$ cat src/rtl/mem_arbiter.sv
// mem_arbiter: shares one variable-latency RAM port between the instruction
// fetch requester (read only) and the MEM-stage requester (read/write).
// At most one RAM access is outstanding. Completion of an access hands the
// port straight to the other requester when it is waiting.
// Optional build macro ARB_FAIR_EN: when both requesters contend at an
// arbitration point, grant the one not served last (lastGrant register).
// Without it, MEM always wins over IF.
module mem_arbiter #(
    parameter int DATA_W = 32,
    parameter int ADDR_W = 32
) (
    input  logic              clk,
    input  logic              rst_n,
    // fetch-stage requester
    input  logic              ifReq,
    input  logic [ADDR_W-1:0] ifAddr,
    output logic              ifDone,
    output logic [DATA_W-1:0] ifRdata,
    output logic              ifStall,
    // MEM-stage requester
    input  logic              memReq,
    input  logic              memWe,
    input  logic [ADDR_W-1:0] memAddr,
    input  logic [DATA_W-1:0] memWdata,
    output logic              memDone,
    output logic [DATA_W-1:0] memRdata,
    output logic              memStall,
    // shared RAM port
    output logic              ramReq,
    output logic              ramWe,
    output logic [ADDR_W-1:0] ramAddr,
    output logic [DATA_W-1:0] ramWdata,
    input  logic              ramReady,
    input  logic [DATA_W-1:0] ramRdata,
    // contention statistics
    output logic [15:0]       conflictCnt
);

    typedef enum logic [1:0] {
        IDLE    = 2'd0,
        IF_ACC  = 2'd1,
        MEM_ACC = 2'd2
    } state_t;

    state_t state;
    state_t state_nxt;

    logic if_req_eff;
    logic mem_req_eff;
    logic grant_if;
    logic grant_mem;
    logic if_fin;
    logic mem_fin;
    logic acc_fin;

`ifdef ARB_FAIR_EN
    typedef enum logic {
        GRANT_IF  = 1'b0,
        GRANT_MEM = 1'b1
    } grant_t;

    grant_t last_grant;
`endif

    // A requester whose done pulse is high this cycle is still holding req
    // for the access that just finished; it must not win a second grant.
    assign if_req_eff  = ifReq  & ~ifDone;
    assign mem_req_eff = memReq & ~memDone;

    // RAM completion only counts while an access is actually outstanding.
    assign if_fin  = (state == IF_ACC)  & ramReady;
    assign mem_fin = (state == MEM_ACC) & ramReady;
    assign acc_fin = if_fin | mem_fin;

    assign ifStall  = ifReq  & ~ifDone;
    assign memStall = memReq & ~memDone;

    // Next-state and grant decode; grants fire on the edge entering *_ACC.
    always_comb begin
        state_nxt = state;
        grant_if  = 1'b0;
        grant_mem = 1'b0;
        unique case (state)
            IDLE: begin
`ifdef ARB_FAIR_EN
                if (if_req_eff && mem_req_eff) begin
                    if (last_grant == GRANT_IF) begin
                        grant_mem = 1'b1;
                    end else begin
                        grant_if = 1'b1;
                    end
                end else if (mem_req_eff) begin
                    grant_mem = 1'b1;
                end else if (if_req_eff) begin
                    grant_if = 1'b1;
                end
`else
                if (mem_req_eff) begin
                    grant_mem = 1'b1;
                end else if (if_req_eff) begin
                    grant_if = 1'b1;
                end
`endif
            end
            IF_ACC: begin
                if (ramReady && mem_req_eff) begin
                    grant_mem = 1'b1;
                end else if (ramReady) begin
                    state_nxt = IDLE;
                end
            end
            MEM_ACC: begin
                if (ramReady && if_req_eff) begin
                    grant_if = 1'b1;
                end else if (ramReady) begin
                    state_nxt = IDLE;
                end
            end
            default: begin
                state_nxt = IDLE;
            end
        endcase
        if (grant_mem) begin
            state_nxt = MEM_ACC;
        end else if (grant_if) begin
            state_nxt = IF_ACC;
        end
    end

    // State register.
    always_ff @(posedge clk or negedge rst_n) begin
        if (!rst_n) begin
            state <= IDLE;
        end else begin
            state <= state_nxt;
        end
    end

    // RAM command register: loaded from the granted requester, held until
    // ramReady, dropped when no further grant follows.
    always_ff @(posedge clk or negedge rst_n) begin
        if (!rst_n) begin
            ramReq   <= 1'b0;
            ramWe    <= 1'b0;
            ramAddr  <= '0;
            ramWdata <= '0;
        end else if (grant_mem) begin
            ramReq   <= 1'b1;
            ramWe    <= memWe;
            ramAddr  <= memAddr;
            ramWdata <= memWdata;
        end else if (grant_if) begin
            ramReq   <= 1'b1;
            ramWe    <= 1'b0;
            ramAddr  <= ifAddr;
            ramWdata <= '0;
        end else if (acc_fin) begin
            ramReq <= 1'b0;
            ramWe  <= 1'b0;
        end
    end

    // One-cycle completion pulses, one edge after ramReady.
    always_ff @(posedge clk or negedge rst_n) begin
        if (!rst_n) begin
            ifDone  <= 1'b0;
            memDone <= 1'b0;
        end else begin
            ifDone  <= if_fin;
            memDone <= mem_fin;
        end
    end

    // Read data capture on the same edge as the done pulse; stores leave
    // memRdata untouched.
    always_ff @(posedge clk or negedge rst_n) begin
        if (!rst_n) begin
            ifRdata  <= '0;
            memRdata <= '0;
        end else begin
            if (if_fin) begin
                ifRdata <= ramRdata;
            end
            if (mem_fin && !ramWe) begin
                memRdata <= ramRdata;
            end
        end
    end

    // Saturating count of cycles where both requesters are stalled, i.e.
    // one of them is being kept off the RAM port by the other.
    always_ff @(posedge clk or negedge rst_n) begin
        if (!rst_n) begin
            conflictCnt <= '0;
        end else if (ifStall && memStall && (conflictCnt != 16'hFFFF)) begin
            conflictCnt <= conflictCnt + 16'd1;
        end
    end

`ifdef ARB_FAIR_EN
    // Remember who was granted last so a tie goes to the other requester.
    always_ff @(posedge clk or negedge rst_n) begin
        if (!rst_n) begin
            last_grant <= GRANT_IF;
        end else if (grant_mem) begin
            last_grant <= GRANT_MEM;
        end else if (grant_if) begin
            last_grant <= GRANT_IF;
        end
    end
`endif

endmodule
$ cat config.mk
export PLATFORM = sky130hd
export DESIGN_NAME = mem_arbiter
export DESIGN_NICKNAME = d
export VERILOG_FILES = /design/src/rtl/mem_arbiter.sv
export SDC_FILE = /design/constraint.sdc
export NUM_CORES = 1
export LEC_CHECK = 0
export CAP_MARGIN = 20
export CORE_ASPECT_RATIO = 2
export CORE_MARGIN = 5
export CORE_UTILIZATION = 30
export DETAILED_ROUTE_END_ITERATION = 7
export PLACE_DENSITY_LB_ADDON = 0.2
export SLEW_MARGIN = 20
export SYNTH_ARGS = -nofsm -noshare
export SYNTH_HDL_FRONTEND = slang
export SYNTH_SLANG_ARGS = --single-unit
export TNS_END_PERCENT = 10
$ cat constraint.sdc
create_clock -name clk -period 2.5 [get_ports clk]
set_input_delay 0.625 -clock clk [delete_from_list [all_inputs] [get_ports clk]]
set_output_delay 0.625 -clock clk [all_outputs]
set_load 0.1 [all_outputs]
==> impl_metrics.ini <==
[status]
run_status = finished, final reports clean

[global_routing]
grt_start_max_net_pins = 73
grt_usage = 0.176
grt_overflow = 0
first_global_vias = 5866
antenna_found_initial = 1
grt_pass1_wl_um = 33300

[clocking]
clk_pin_slew_worst_paths_ns = 0.06
htree_levels = 4
cts_tree = yes
worstSkewPairLatency_ns = 0.43
clockRootBuffer = clkbuf_16
cts_hold_buf = 0
clock_tree.buffer_depth = 2
cts-buffers-inserted = 17
clock-sinks = 150
cts_setup_buffers = 0
cts_resized = 0

[worst_setup_path]
crit_path_end_kind = output port
reg2reg_slack_ns = 0.59
cp-start-kind = primary input
path_max_fanout = 3
crit_required_ns = 1.88
crit_arrival_ns = 1.72
critPathKind = in2out

[placement]
io_buffers = 283
hpwl_um = 15600
gp_congestion = 0.841
dp_slack_ns = 0.0588
placed_cells = 1103

[route]
drc_errors = 0
via_count = 5390
wl_per_cell_um = 18.9
ant_nets = 0
first_pass_iters = 4
drt_iter0_markers = 307
wl_um = 21500
viasPerCell = 4.74

[sta]
worst_pin_slew_ns = 0.610
finalCritPeriodShare = 0.937
layout_setup_ws_ns = 0.158
slew_headroom = 0.591
fin_crit_ns = 2.34
rsz0062_at_grt = false
hold_viol = 0
drv_slew = 0
finalSetupViolCount = 0
clock_skew_ns = 0.0101
max_freq_mhz = 427

[die]
die_area_um2 = 24500
fp.dieH_um = 216
pin_count = 284
initial_core_util = 0.304
dieWidth_um = 113
rows = 75
core_um2 = 21000

[logic_synthesis]
synth_flop_cell = dfrtp_1
ys_seq_area_frac = 0.587
syn_nets = 705
synth.most_common_cell = dfrtp_1
avgSynthCellArea_um2 = 11.3
yosysWarningCount = 0
synth_enable_flop_cells = 0
async_reset_ff_frac = 1.00
ys_types = 46
synth_top_area_share = 0.587
netlist_top_cells_area = dfrtp_1 (59%), mux2_2 (11%), o21ai_0 (4.9%), nand2_1 (4.3%), a31oi_1 (3.1%)
synth-seq-cells = 150
synth_area_um2 = 6390
yosysTopAreaCell = dfrtp_1
synth_common_cells = dfrtp_1 (150), nand2_1 (73), mux2_2 (64)
syn_inst = 567

[job]
drv_cap = 0

[finish]
stdcell_count = 1136
syn2layout_area_growth_pct = 54.6
drive_gt1_frac = 0.333
num-fill-cells = 2004
nets = 991

[hold_path]
min_path_type = in2async
logic make-up after synthesis:
logic type | share of synthesized area
adders and majority gates | 0.00783
and+or+nand+nor | 0.113
xor gates and xnor gates | 0.0110
DFF | 0.587
buffers and inverters | 0.0337
muxes | 0.120
AOI/OAI and AO/OA | 0.127
stage by stage:
| stage | util | TNS, ns | instance area [um2] | hold slack, ns |
|---|---|---|---|---|
| after CTS | 0.470 | 0 | 9880 | 0.0347 |
| after detailed placement | 0.443 | 0 | 9310 | 0.495 |
| final | 0.470 | 0 | 9890 | 0.0538 |
| after global placement | 0.443 | 0 | 9310 | 0.490 |
| after global routing | 0.470 | 0 | 9890 | 0.0439 |
| after floorplan | - | -0.00908 | 6400 | 0.329 |
area by class of cell:
class                   count  area, um2  share of cell area
flip-flops and latches    150       3750               0.380
multi-input cells         371       2450               0.248
clock inverters            13        131              0.0133
inverters                   9       37.5             0.00380
repair buffers            304       2730               0.276
well taps                 269        337              0.0340
diodes                      1       2.50            0.000253
clock buffers              19        443              0.0448
final timing paths:
| check | start | end | cells after the start |
|---|---|---|---|
| worst max-delay path | ifReq | ifStall | 4 |
| worst min-delay path | rst_n | conflictCnt[8] | 1 |
| worst max register to register | state[0] | ramAddr[22] | 6 |
| worst min register to register | memRdata[5] | memRdata[5] | 1 |
| max in group asynchronous | rst_n | ifRdata[5] | 2 |
| min in group clk | memRdata[5] | memRdata[5] | 1 |
flip-flops by register name, summed over array words and instances, names as in the netlist:
| register | count |
|---|---|
| ramWe | 1 |
| state | 2 |
| ramReq | 1 |
| ifDone | 1 |
| ramWdata | 32 |
| conflictCnt | 16 |
| ifRdata | 32 |
| memRdata | 32 |
| memDone | 1 |
| ramAddr | 32 |
critical path: stages:
cell and delay [ns]:
clkdlybuf4s50_1 0.49, nand2b_1 0.13, clkinv_1 0.22, buf_12 0.24
cells in the final DEF, fill, tap and decap left out, types with 3 or more instances in the layout:
cell	count
a21oi_1	36
a31oi_1	32
buf_12	9
buf_4	162
clkbuf_16	17
clkdlybuf4s50_1	132
clkinv_2	6
clkinvlp_4	3
dfrtp_1	149
ha_1	4
inv_1	6
mux2_1	3
mux2_2	64
nand2_1	73
nand3_1	4
nand4_1	3
nor2_1	39
o21ai_0	62
o21ai_1	6
xor2_1	7
per-layer routing:
metal / vias up / GRT usage / wire length [um]
met1: 2601 / 0.180 / 7410
met2: 196 / 0.326 / 12100
met4: 0 / 0.0706 / 578
li1: 2567 / - / -
met3: 26 / 0.0555 / 1440
met5: - / 0 / 0
Power is left out: the tool's default activity adds up to more than one toggle a clock period on the data nets, which glitch-free logic cannot reach.
